`src/rtl/xb_regfile_pkg.sv`:
```
// Shared register-file constants and helpers, imported by the decoder and by xb_regfile.
// Optional build macro XB_BYPASS_EN (see xb_regfile.sv).
package xb_regfile_pkg;

  localparam int XB_DATA_W = 16;
  localparam int XB_NREG   = 16;
  localparam int XB_ADDR_W = 4;

  // Bit positions inside the registered per-CU write-enable vector
  localparam int XB_CU_NUM = 3;
  localparam int XB_CU_ALU = 0;
  localparam int XB_CU_MUL = 1;
  localparam int XB_CU_SHF = 2;

  typedef logic [XB_CU_NUM-1:0] cu_en_t;

  function automatic logic multi_hot(input cu_en_t en);
    return (en & (en - cu_en_t'(1))) != cu_en_t'(0);
  endfunction

endpackage

```
`src/rtl/xb_regfile_array.sv`:
```
// NREG x DATA_W storage: one synchronous write port, two asynchronous read ports, async clear.
module xb_regfile_array
  import xb_regfile_pkg::*;
#(
  parameter int DATA_W = XB_DATA_W,
  parameter int NREG   = XB_NREG,
  parameter int ADDR_W = XB_ADDR_W
) (
  input  logic              clk,
  input  logic              rst,
  input  logic              we,
  input  logic [ADDR_W-1:0] wa,
  input  logic [DATA_W-1:0] wd,
  input  logic [ADDR_W-1:0] ra0,
  input  logic [ADDR_W-1:0] ra1,
  output logic [DATA_W-1:0] rd0,
  output logic [DATA_W-1:0] rd1
);

  logic [DATA_W-1:0] mem [NREG];

  always_ff @(posedge clk or posedge rst) begin
    if (rst) begin
      for (int i = 0; i < NREG; i++) mem[i] <= '0;
    end else if (we) begin
      mem[wa] <= wd;
    end
  end

  assign rd0 = mem[ra0];
  assign rd1 = mem[ra1];

endmodule

```
`src/rtl/xb_regfile.sv`:
```
// Crossbar register file: registered operand capture, CU write-back and a DM write port on a req/ack handshake.
// Build macro XB_BYPASS_EN forwards same-edge write data into the captured operands.
module xb_regfile
  import xb_regfile_pkg::*;
#(
  parameter int DATA_W = XB_DATA_W,
  parameter int NREG   = XB_NREG,
  parameter int ADDR_W = XB_ADDR_W
) (
  input  logic                 clk,
  input  logic                 rst,
  input  logic [ADDR_W-1:0]    ps_xb_rd_a0,
  input  logic [ADDR_W-1:0]    ps_xb_raddy,
  input  logic [ADDR_W-1:0]    ps_xb_wrt_a,
  input  logic [XB_CU_NUM-1:0] ps_xb_w_cuEn,
  input  logic [DATA_W-1:0]    alu_res,
  input  logic [DATA_W-1:0]    mul_res,
  input  logic [DATA_W-1:0]    shf_res,
  input  logic                 dm_wr_req,
  input  logic [ADDR_W-1:0]    dm_wr_a,
  input  logic [DATA_W-1:0]    dm_wr_d,
  output logic                 dm_wr_ack,
  output logic [DATA_W-1:0]    xb_rx,
  output logic [DATA_W-1:0]    xb_ry,
  output logic                 xb_wr_coll
);

  logic [ADDR_W-1:0] wa_q;
  logic              cu_we;
  logic [DATA_W-1:0] cu_res;
  logic              we;
  logic [ADDR_W-1:0] wa;
  logic [DATA_W-1:0] wd;
  logic [DATA_W-1:0] rd0;
  logic [DATA_W-1:0] rd1;
  logic [DATA_W-1:0] rx_next;
  logic [DATA_W-1:0] ry_next;

  assign cu_we = |ps_xb_w_cuEn;

  // Fixed priority when several CUs claim the write slot: ALU, then MUL, then SHF
  always_comb begin
    cu_res = shf_res;
    if (ps_xb_w_cuEn[XB_CU_ALU])      cu_res = alu_res;
    else if (ps_xb_w_cuEn[XB_CU_MUL]) cu_res = mul_res;
  end

  // The DM port only gets the single write port on cycles the CUs leave idle
  assign dm_wr_ack = dm_wr_req & ~cu_we & ~rst;

  assign we = cu_we | dm_wr_ack;
  assign wa = cu_we ? wa_q : dm_wr_a;
  assign wd = cu_we ? cu_res : dm_wr_d;

  xb_regfile_array #(
    .DATA_W (DATA_W),
    .NREG   (NREG),
    .ADDR_W (ADDR_W)
  ) u_array (
    .clk (clk),
    .rst (rst),
    .we  (we),
    .wa  (wa),
    .wd  (wd),
    .ra0 (ps_xb_rd_a0),
    .ra1 (ps_xb_raddy),
    .rd0 (rd0),
    .rd1 (rd1)
  );

  always_comb begin
    rx_next = rd0;
    ry_next = rd1;
`ifdef XB_BYPASS_EN
    if (cu_we && ps_xb_rd_a0 == wa_q)               rx_next = cu_res;
    else if (dm_wr_ack && ps_xb_rd_a0 == dm_wr_a)   rx_next = dm_wr_d;
    if (cu_we && ps_xb_raddy == wa_q)               ry_next = cu_res;
    else if (dm_wr_ack && ps_xb_raddy == dm_wr_a)   ry_next = dm_wr_d;
`endif
  end

  always_ff @(posedge clk or posedge rst) begin
    if (rst) begin
      xb_rx      <= '0;
      xb_ry      <= '0;
      wa_q       <= '0;
      xb_wr_coll <= 1'b0;
    end else begin
      xb_rx <= rx_next;
      xb_ry <= ry_next;
      wa_q  <= ps_xb_wrt_a;
      if (multi_hot(ps_xb_w_cuEn)) xb_wr_coll <= 1'b1;
    end
  end

endmodule
```
`config.mk`:
```
export PLATFORM = sky130hd
export DESIGN_NAME = xb_regfile
export DESIGN_NICKNAME = d
export VERILOG_FILES = /design/src/rtl/xb_regfile_pkg.sv /design/src/rtl/xb_regfile_array.sv /design/src/rtl/xb_regfile.sv
export SDC_FILE = /design/constraint.sdc
export NUM_CORES = 1
export LEC_CHECK = 0
export CAP_MARGIN = 20
export CORE_MARGIN = 10
export CORE_UTILIZATION = 34
export DETAILED_ROUTE_END_ITERATION = 7
export GPL_TIMING_DRIVEN = 1
export RECOVER_POWER = 25
export SYNTH_ARGS = -nofsm -noshare
export SYNTH_HDL_FRONTEND = slang
export SYNTH_SLANG_ARGS = --single-unit
```
`constraint.sdc`:
```
create_clock -name clk -period 10.4 [get_ports clk]
set_clock_uncertainty 0.2 [all_clocks]
set_input_delay 1.56 -clock clk [delete_from_list [all_inputs] [get_ports clk]]
set_output_delay 1.56 -clock clk [all_outputs]
set_load 0.02 [all_outputs]
```
==> metrics.md, run 1 <==
| Metric | Value |
|---|---|
| Outcome | `finished, violations left` |
| Failing checks | `capacitance limit, slew limit` |
| Cts repair resizes | `0` |
| Slew Limit Fails | `179` |
| Switching part of the total | `0.288` |
| Reg2Reg Depth | `6` |
| Commonest non-fill, non-tap cell in the layout | `dfrtp_1` |
| HPWL Detailed | `between 30 and 40 mm` |
| R2r startpoint | `wa_q[1]` |
| Worst rel slew slack | `-2.12` |
| First-pass GRT wire length | `92.4 mm` |
| Worst Setup End Kind | `register` |
| Synthesized net count | `1434` |
| Hold WC Path Type | `register to register` |
| Nets@finish | `1513` |
| R2r endpoint | `u_array.mem[219]` |
| Largest cells by area after synthesis | `dfrtp_1 (45%), mux4_2 (18%), o22a_1 (14%)` |
| Detailed-route via count | `13500` |
| Power share of the combinational group | `0.251` |
| Share of the synthesized area in the top cell type | `0.454` |
| Worst-Margin Slew | `4.69 ns` |
| Root Driver | `clkbuf_16` |
| Startpoint types | `primary input` |
| CTS Sinks | `293` |
| Post-CTS Setup Bufs | `0` |
| Placed cells | `approximately 2000` |
| Global Route Usage Sum | `0.218` |
| Placeable Area | `46800 sq um` |
| FILL cells | `4463` |
| Synthesis-to-finish area growth | `18.1%` |
| Row cnt | `between 70 and 80` |
| Share of cells above drive strength 1 | `0.202` |
| Antenna-violating nets left | `0` |
| CP Max Fanout | `64` |
| Setup TNS | `0 ns` |
| Drt pass-1 iters | `5` |
| Largest net degree at the start of global routing | `124` |
| Vias per inst | `about 6.5` |
| Internal power | `2660 uW` |
| Fin. Hold Viols | `0` |
| Commonest cells after routing, fill and taps aside | `dfrtp_1 (293), a21oi_1 (257), o22a_1 (256)` |
| Largest family of logic cells by synthesized area | `compound AO/OA/AOI/OAI gates` |
| Final setup viols | `0` |
| Area share of fa/ha/maj cells after synthesis | `0` |
| Fin worst setup slack | `4.62 ns` |
| Max incr delay on CP | `between 3 and 4 ns` |
| Clock group share of total power | `0.318` |
| Yosys reg bits | `293` |
| Cell variety after synth | `34` |
| Multiplexer area fraction after synthesis | `0.179` |
| DR iter-0 viols | `roughly 1500` |
| Worst vdd ir | `0.123 mV` |
| DR WL/cell | `30.7 microns` |
| H-tree Lvls | `1` |
| Die X | `238 microns` |
| Drc violations | `0` |
| Pre-CTS setup slack | `roughly 4.7 ns` |
| Crit-path slowest cell | `clkbuf_1` |
| Port Buf Inserts | `around 120` |
| WP data arrival | `6.05 ns` |
| Initial Util | `0.345` |
| NetSw | `1080 uW` |
| GR Overflow Total | `0` |
| Setup Crit Path Kind | `primary input to register` |
| Post-layout minimum cycle time | `5.78 ns` |
| CP Cell Sequence | `buf_2 -> clkbuf_1 -> mux4_2 -> a22oi_1 -> nand2_1` |
| Top Ports | `120` |
| Mapped Area | `roughly 16000 sq um` |
| Final std cells w/o fill | `2059` |
| Initial antenna violation count | `1` |
| CTS buffer count | `31` |
| PwrDens | `between 150 and 200 nW/um^2` |
| Post-synthesis average cell area | `around 12 sq um` |
| Synth Area in Simple Gates | `0.0494` |
| Sequential power share | `0.430` |
| RSZ-0062 raised after global routing | `no` |
| Hold Path End | `xb_wr_coll` |
| Final wirelength | `63.1 mm` |
| Synth warn | `0` |
| Register area share after synthesis | `0.454` |
| Worst skew pair latency | `0.59 ns` |
| TritonCTS clock tree | `done` |
| Area leader, netlist | `dfrtp_1` |
| Cell count after synthesis | `1348` |
| Die Y | `approximately 240 microns` |
| Clk slew on worst S/H paths | `0.06 ns` |
| Fmax | `173 MHz` |
| Final period util | `0.555` |
| Post-Synth XOR/XNOR Area | `0` |
| Hold Buf Count CTS | `0` |
| Required @ worst endpoint | `10.67 ns` |
| Leak Pwr | `slightly below 0.007 uW` |
| Deepest clock path buffer count | `3` |
| Hold path depth | `1` |
| Worst Hold Launch | `xb_wr_coll` |
| Synth Area in Compound Gates | `0.274` |
| Max_cap viols | `3` |
| R2R Setup Slk | `7.50 ns` |
| RePlAce Congestion | `0.823` |
| Critical Path Source | `ps_xb_raddy[1]` |
| Die Area | `56600 sq um` |
| Vias in the first global route | `around 14000` |
## Yosys cell counts
master / n
buf_1: 2
o21bai_2: 9
nor3_2: 7
buf_4: 27
a21oi_1: 257
nand2_2: 4
dfrtp_1: 293
a21o_1: 2
and3_1: 1
nor4_2: 5
and4b_1: 1
buf_2: 47
o21bai_1: 1
buf_6: 4
nor4bb_1: 2
a21o_2: 1
nor4b_1: 1
o311ai_4: 1
or2_2: 1
nand2b_1: 6
a22oi_1: 80
mux4_2: 128
clkbuf_2: 1
or4_1: 1
nor2b_1: 5
nor3_4: 1
o22a_1: 256
inv_1: 1
nand2_1: 50
nor2_1: 72
o22ai_2: 4
o21ai_1: 16
and2_1: 6
clkbuf_1: 55
## power groups by stage
stage               logic, uW  clock network [uW]  registers [uW]
detailed placement        926                   0            1620
floorplan                 620                   0            1600
global route              998                1250            1640
finish                    939                1190            1610
CTS                       927                1200            1600
global placement          903                   0            1590
## worst max-delay path: cells and delay by family
kind	cells	cell delay, ns
compound gates	1	0.09
mux	1	0.80
simple gates	1	0.23
buf+inv	2	3.34
## registers in the layout (all words and copies together) (netlist names)
name,count
xb_rx,16
xb_wr_coll,1
wa_q,4
u_array.mem,256
xb_ry,16
## worst max path at each step
| stage | end | slack, ns | cells after the start |
|---|---|---|---|
| 2_1_floorplan | dm_wr_ack | 0.14 | 2 |
| 3_3_place_gp | dm_wr_ack | 4.70 | 5 |
| 3_5_place_dp | dm_wr_ack | 4.68 | 5 |
| 4_1_cts | dm_wr_ack | 4.68 | 5 |
| 5_1_grt | dm_wr_ack | 4.65 | 5 |
| 6_report | xb_ry[0] | 4.62 | 5 |
## metal layers
metal,global-route usage,up-vias,wire length (microns)
met2,0.364,774,30100
met4,0.127,0,3930
li1,-,5562,-
met5,0,-,0
met3,0.0440,239,5430
met1,0.257,6895,23700
## layout make-up
type                            count  area (sq um)  share of cell area
Clock buffer                       46           962              0.0505
Inverter                            1          11.3            0.000591
Sequential cell                   293          7330               0.385
Antenna cell                        1          2.50            0.000131
Multi-Input combinational cell    918          8190               0.430
Tap cell                          607           759              0.0399
Clock inverter                     11           139             0.00729
Timing Repair Buffer              182          1660              0.0870
## kinds of logic (layout without fill, tap and decap cells)
family | count (synthesis) | after routing
AOI/OAI and AO/OA | 627 | 627
buffers and inverters | 137 | 240
DFF | 293 | 293
muxes | 128 | 128
other | 0 | 1
and+or+nand+nor | 163 | 163
## metrics by stage
stage	cell area (sq um)	util	hold slack [ns]	power [uW]
after floorplan	16100	-	0.271	2220
after global placement	17900	0.383	0.282	2500
after detailed placement	17900	0.383	0.287	2540
after CTS	19000	0.407	0.303	3730
after global routing	19100	0.408	0.331	3880
final	19100	0.408	0.292	3740
Power figures use the tool's default switching activity.
==> run 2, diff against run 1 <==
Clock period 10.4 ns to 5.2 ns, I/O delays scaled along.
==> metrics.md, run 2 (same netlist as run 1, synthesis figures left out) <==
| Metric | Value |
|---|---|
| Top Ports | `120 (unchanged)` |
| DR WL/cell | `30.0 microns (-2.1%)` |
| Max_cap viols | `2 (-1)` |
| Cts repair resizes | `0 (unchanged)` |
| Final setup viols | `0 (unchanged)` |
| Final std cells w/o fill | `2068 (+0.44%)` |
| Drc violations | `0 (unchanged)` |
| DR iter-0 viols | `1828 (+20%)` |
| Fin. Hold Viols | `0 (unchanged)` |
| Pre-CTS setup slack | `1.19 ns (-3.49 ns)` |
| Fmax | `about 250 MHz` |
| Biggest register | `u_array.mem` |
| Post-CTS Setup Bufs | `0 (unchanged)` |
| Largest regs | `u_array.mem (256), xb_rx (16), xb_ry (16)` |
| Share of cells above drive strength 1 | `0.207 (+0.00546)` |
| Final period util | `0.756` |
| WP data arrival | `2.95 ns (-3.10 ns)` |
| Initial Util | `0.345 (unchanged)` |
| Vias per inst | `6.60 (+0.95%)` |
| Fin worst setup slack | `1.27 ns (-3.36 ns)` |
| CTS Sinks | `293 (unchanged)` |
| Row cnt | `79 (unchanged)` |
| Port Buf Inserts | `119 (unchanged)` |
| Vias in the first global route | `14100 (+0.56%)` |
| Die X | `238 microns (unchanged)` |
| Setup Crit Path Kind | `primary input to primary output` |
| Placed cells | `2004 (+0.35%)` |
| Post-DP Area | `18000 sq um (+0.41%)` |
| Largest net degree at the start of global routing | `164 (+32%)` |
| Worst skew pair latency | `0.53 ns (-0.06 ns)` |
| Placeable Area | `46800 sq um (unchanged)` |
| Antenna-violating nets left | `0 (unchanged)` |
| Max reg flops | `256 (unchanged)` |
| Leak Pwr | `0.00703 uW (+1.8%)` |
| Global Route Usage Sum | `0.214 (-0.00357)` |
| Worst Setup End Kind | `primary output` |
| Post-layout minimum cycle time | `3.93 ns` |
| Failing checks | `capacitance limit, slew limit` |
| RePlAce Congestion | `0.863 (+4.8%)` |
| Worst rel slew slack | `-0.831 (+1.29)` |
| Commonest cells after routing, fill and taps aside | `dfrtp_1 (293), a21oi_1 (257), o22a_1 (256)` |
| Outcome | `finished, violations left` |
| Deepest clock path buffer count | `3 (unchanged)` |
| Startpoint types | `primary input` |
| Detailed-route via count | `13700 (+1.4%)` |
| RSZ-0062 raised after global routing | `no` |
| TritonCTS clock tree | `done` |
| CTS buffer count | `34 (+9.7%)` |
| Required @ worst endpoint | `4.22 ns (-6.45 ns)` |
| HPWL Detailed | `38.0 mm (+6.5%)` |
| Commonest non-fill, non-tap cell in the layout | `dfrtp_1` |
| H-tree Lvls | `2 (+1)` |
| Worst vdd ir | `0.231 mV (+87%)` |
| Clk slew on worst S/H paths | `0.06 ns (about the same)` |
| Nets@finish | `1522 (+0.59%)` |
| Post-Layout Inst Area | `19200 sq um (+0.96%)` |
| Inserted Diodes | `0 (-1)` |
| Final wirelength | `62.1 mm (-1.7%)` |
| Die Y | `238 microns (unchanged)` |
| Synthesis-to-finish area growth | `19.2%` |
| Setup TNS | `0 ns (unchanged)` |
| GR Overflow Total | `0 (unchanged)` |
| Drt pass-1 iters | `6 (+1)` |
| CP Max Fanout | `11 (-83%)` |
| First-pass GRT wire length | `91.9 mm (-0.50%)` |
| Die Area | `56600 sq um (unchanged)` |
| Fin util | `0.412 (+0.00391)` |
| Root Driver | `clkbuf_16` |
| Slew Limit Fails | `58 (-68%)` |
| Hold WC Path Type | `register to register` |
| Initial antenna violation count | `0 (-1)` |
| Hold Buf Count CTS | `0 (unchanged)` |
| PwrDens | `396 nW/um^2 (+100%)` |
| Worst-Margin Slew | `2.75 ns (-1.94 ns)` |
## run 2: cell count changes in the layout (fill, tap and decap cells not counted), moves of 3 or more
cell and delta:
buf_12 +3, clkinv_2 +4, clkdlybuf4s50_1 -33, clkbuf_16 +6, dlygate4sd3_1 +33
## run 2: critical path, stage by stage
cell and delay, ns:
dlygate4sd3_1 0.66, nor3_4 0.60, and3_2 0.29, clkdlybuf4s50_1 0.61
## run 2: layout make-up
type	instances	area (sq um)
well taps	607	759
repair buffers	188	1790
clock buffers	49	1080
flip-flops and latches	293	7330
fillers	4419	27500
inverters	1	7.51
clock inverters	12	113
multi-input cells	918	8160
## run 2: per-stage QoR
step / power, uW / hold slack (ns)
finish: 7610 / 0.312
global route: 7910 / 0.333
CTS: 7640 / 0.315
detailed placement: 5110 / 0.301
global placement: 5020 / 0.284
floorplan: 4430 / 0.271
## run 2: routing by layer
metal	wire [microns]	global-route usage
met1	23600	0.269
met2	29000	0.340
met3	6410	0.0534
met4	3070	0.107
met5	0	0
## run 2: final timing paths
check,start,to,slack [ns],cells after the start
hold / removal,u_array.mem[223],u_array.mem[223],0.31,1
max in group asynchronous,rst,u_array.mem[97],2.36,5
setup / recovery,ps_xb_w_cuEn[1],dm_wr_ack,1.27,4
min in group asynchronous,rst,u_array.mem[77],0.88,3
hold reg to reg,u_array.mem[223],u_array.mem[223],0.31,1
setup reg to reg,wa_q[1],u_array.mem[203],2.44,6
## run 2: where the power goes
part | total, uW | internal, uW | leakage, uW | switching (uW)
registers | 3210 | 2820 | 0.00332 | 393
clock network | 2540 | 1540 | 0.000600 | 994
logic | 1860 | 1060 | 0.00311 | 809
==> run 3, diff against run 2 <==
Clock period 5.2 ns to 4.12 ns, I/O delays scaled along.
==> metrics.md, run 3 (same netlist as run 1, synthesis figures left out) <==
| Metric | Value |
|---|---|
| H-tree Lvls | `2 (unchanged)` |
| Deepest clock path buffer count | `3 (unchanged)` |
| R2r endpoint | `u_array.mem[239]` |
| CTS buffer count | `35 (+2.9%)` |
| Startpoint types | `primary input` |
| FILL cells | `4451 (+0.72%)` |
| GR Overflow Total | `0 (unchanged)` |
| Commonest non-fill, non-tap cell in the layout | `dfrtp_1` |
| Drt pass-1 iters | `6 (unchanged)` |
| Largest regs | `u_array.mem (256), xb_rx (16), xb_ry (16)` |
| Top Metal Used | `met4` |
| Detailed-route via count | `13800 (+0.98%)` |
| R2r startpoint | `wa_q[0]` |
| Pre-CTS setup slack | `0.701 ns (-0.484 ns)` |
| DRT met1 WL | `23.6 mm (-0.24%)` |
| Worst skew pair latency | `0.53 ns (about the same)` |
| Worst-Margin Slew | `2.32 ns (-0.431 ns)` |
| Global Route Usage Sum | `0.220 (+0.00578)` |
| Slew Limit Fails | `160 (+180%)` |
| Largest net degree at the start of global routing | `161 (-1.8%)` |
| WP data arrival | `2.56 ns (-0.39 ns)` |
| Inserted Diodes | `0 (unchanged)` |
| Die Y | `238 microns (unchanged)` |
| Port Buf Inserts | `119 (unchanged)` |
| First-pass GRT wire length | `93.8 mm (+2.0%)` |
| Fmax | `296 MHz` |
| CP Max Fanout | `8 (-3)` |
| Row cnt | `79 (unchanged)` |
| Top Ports | `120 (unchanged)` |
| Setup Crit Path Kind | `primary input to primary output` |
| Initial Util | `0.345 (unchanged)` |
| Post-layout minimum cycle time | `3.38 ns` |
| Nets@finish | `1531 (+0.59%)` |
| Worst rel slew slack | `-0.544 (+0.288)` |
| Commonest cells after routing, fill and taps aside | `dfrtp_1 (293), a21oi_1 (257), o22a_1 (256)` |
| Worst Hold Launch | `xb_wr_coll` |
| Final setup viols | `0 (unchanged)` |
| RSZ-0062 raised after global routing | `no` |
| Drc violations | `0 (unchanged)` |
| Worst vdd ir | `0.218 mV (-5.8%)` |
| Required @ worst endpoint | `3.30 ns (-0.92 ns)` |
| RePlAce Congestion | `0.826 (-4.2%)` |
| Worst Setup End Kind | `primary output` |
| Clk slew on worst S/H paths | `0.06 ns (about the same)` |
| Max reg flops | `256 (unchanged)` |
| Share of cells above drive strength 1 | `0.208 (+0.00105)` |
| Fin worst setup slack | `0.741 ns (-0.526 ns)` |
| HPWL Detailed | `37.3 mm (-1.8%)` |
| Met3 WL | `6.54 mm (+2.1%)` |
| Cts repair resizes | `0 (unchanged)` |
| Design Power | `9490 uW (+25%)` |
| R2R Setup Slk | `1.55 ns (-0.89 ns)` |
| Hold path depth | `1 (unchanged)` |
| Root Driver | `clkbuf_16` |
| Hold Path End | `xb_wr_coll` |
| Hold Buf Count CTS | `0 (unchanged)` |
| Hold WC Path Type | `register to register` |
| PwrDens | `492 nW/um^2 (+24%)` |
| Synthesis-to-finish area growth | `19.4%` |
| Post-CTS Setup Bufs | `0 (unchanged)` |
| TritonCTS clock tree | `done` |
| Die X | `238 microns (unchanged)` |
| Final wirelength | `63.7 mm (+2.6%)` |
| Vias in the first global route | `14300 (+0.96%)` |
| Biggest register | `u_array.mem` |
| Die Area | `56600 sq um (unchanged)` |
| Failing checks | `capacitance limit, slew limit` |
| Register Area | `7330 sq um (unchanged)` |
| DR iter-0 viols | `1868 (+2.2%)` |
| Final period util | `0.820` |
| Routed wl met2 | `30.2 mm (+4.1%)` |
| Max_cap viols | `1 (-1)` |
| Placeable Area | `46800 sq um (unchanged)` |
| Reg2Reg Depth | `4 (-2)` |
| Area of the multi-input gates | `8160 sq um (unchanged)` |
| Outcome | `finished, violations left` |
| Fin. Hold Viols | `0 (unchanged)` |
| Initial antenna violation count | `0 (unchanged)` |
| DR WL/cell | `30.7 microns (+2.3%)` |
| Leak Pwr | `0.00702 uW (-0.14%)` |
| CTS Sinks | `293 (unchanged)` |
| Vias per inst | `6.65 (+0.64%)` |
| Antenna-violating nets left | `0 (unchanged)` |
## run 3: cell count changes in the layout (fill, tap and decap cells not counted), moves of 2 or more
cell | previous run | this run
buf_6 | 2 | 0
buf_8 | 2 | 0
clkinv_2 | 9 | 5
buf_4 | 60 | 65
buf_12 | 3 | 12
clkdlybuf4s50_1 | 76 | 111
clkbuf_16 | 37 | 35
dlygate4sd3_1 | 39 | 4
clkbuf_1 | 4 | 8
buf_16 | 2 | 0
## run 3: critical path, stage by stage
cell             delay [ns]
clkdlybuf4s50_1        0.53
nor3_4                 0.54
and3_2                 0.26
clkdlybuf4s50_1        0.61
## run 3: cell type report
type,instances,share of cell area
Tap cell,607,0.0394
Clock inverter,8,0.00370
Timing Repair Buffer,196,0.0986
Sequential cell,293,0.380
Inverter,1,0.000390
Multi-Input combinational cell,918,0.424
Clock buffer,52,0.0539
## run 3: power by group
group          switching (uW)  internal, uW
Combinational            1020          1360
Clock                    1240          1800
Sequential                504          3560
Total                    2770          6720
## run 3: metrics by stage
step / TNS [ns] / cells / util / hold slack (ns) / cell area [sq um]
global placement: 0 / 2013 / 0.388 / 0.284 / 18200
CTS: 0 / 2073 / 0.412 / 0.284 / 19300
finish: 0 / 2075 / 0.412 / 0.282 / 19300
floorplan: -176.15 / 1348 / - / 0.271 / 16100
global route: 0 / 2075 / 0.412 / 0.305 / 19300
detailed placement: 0 / 2013 / 0.388 / 0.267 / 18200
## run 3: routing by layer
metal,GRT usage,up-vias
met4,0.115,0
met5,0,-
met1,0.269,7021
met3,0.0455,238
li1,-,5578
met2,0.362,955
## run 3: worst max-delay path by stage
stage	startpoint	to	slack (ns)
6_report	ps_xb_w_cuEn[2]	dm_wr_ack	0.74
3_3_place_gp	ps_xb_w_cuEn[2]	dm_wr_ack	0.73
3_5_place_dp	ps_xb_w_cuEn[2]	dm_wr_ack	0.70
5_1_grt	rst	u_array.mem[213]	0.36
4_1_cts	ps_xb_w_cuEn[2]	dm_wr_ack	0.70
2_1_floorplan	rst	dm_wr_ack	-2.48
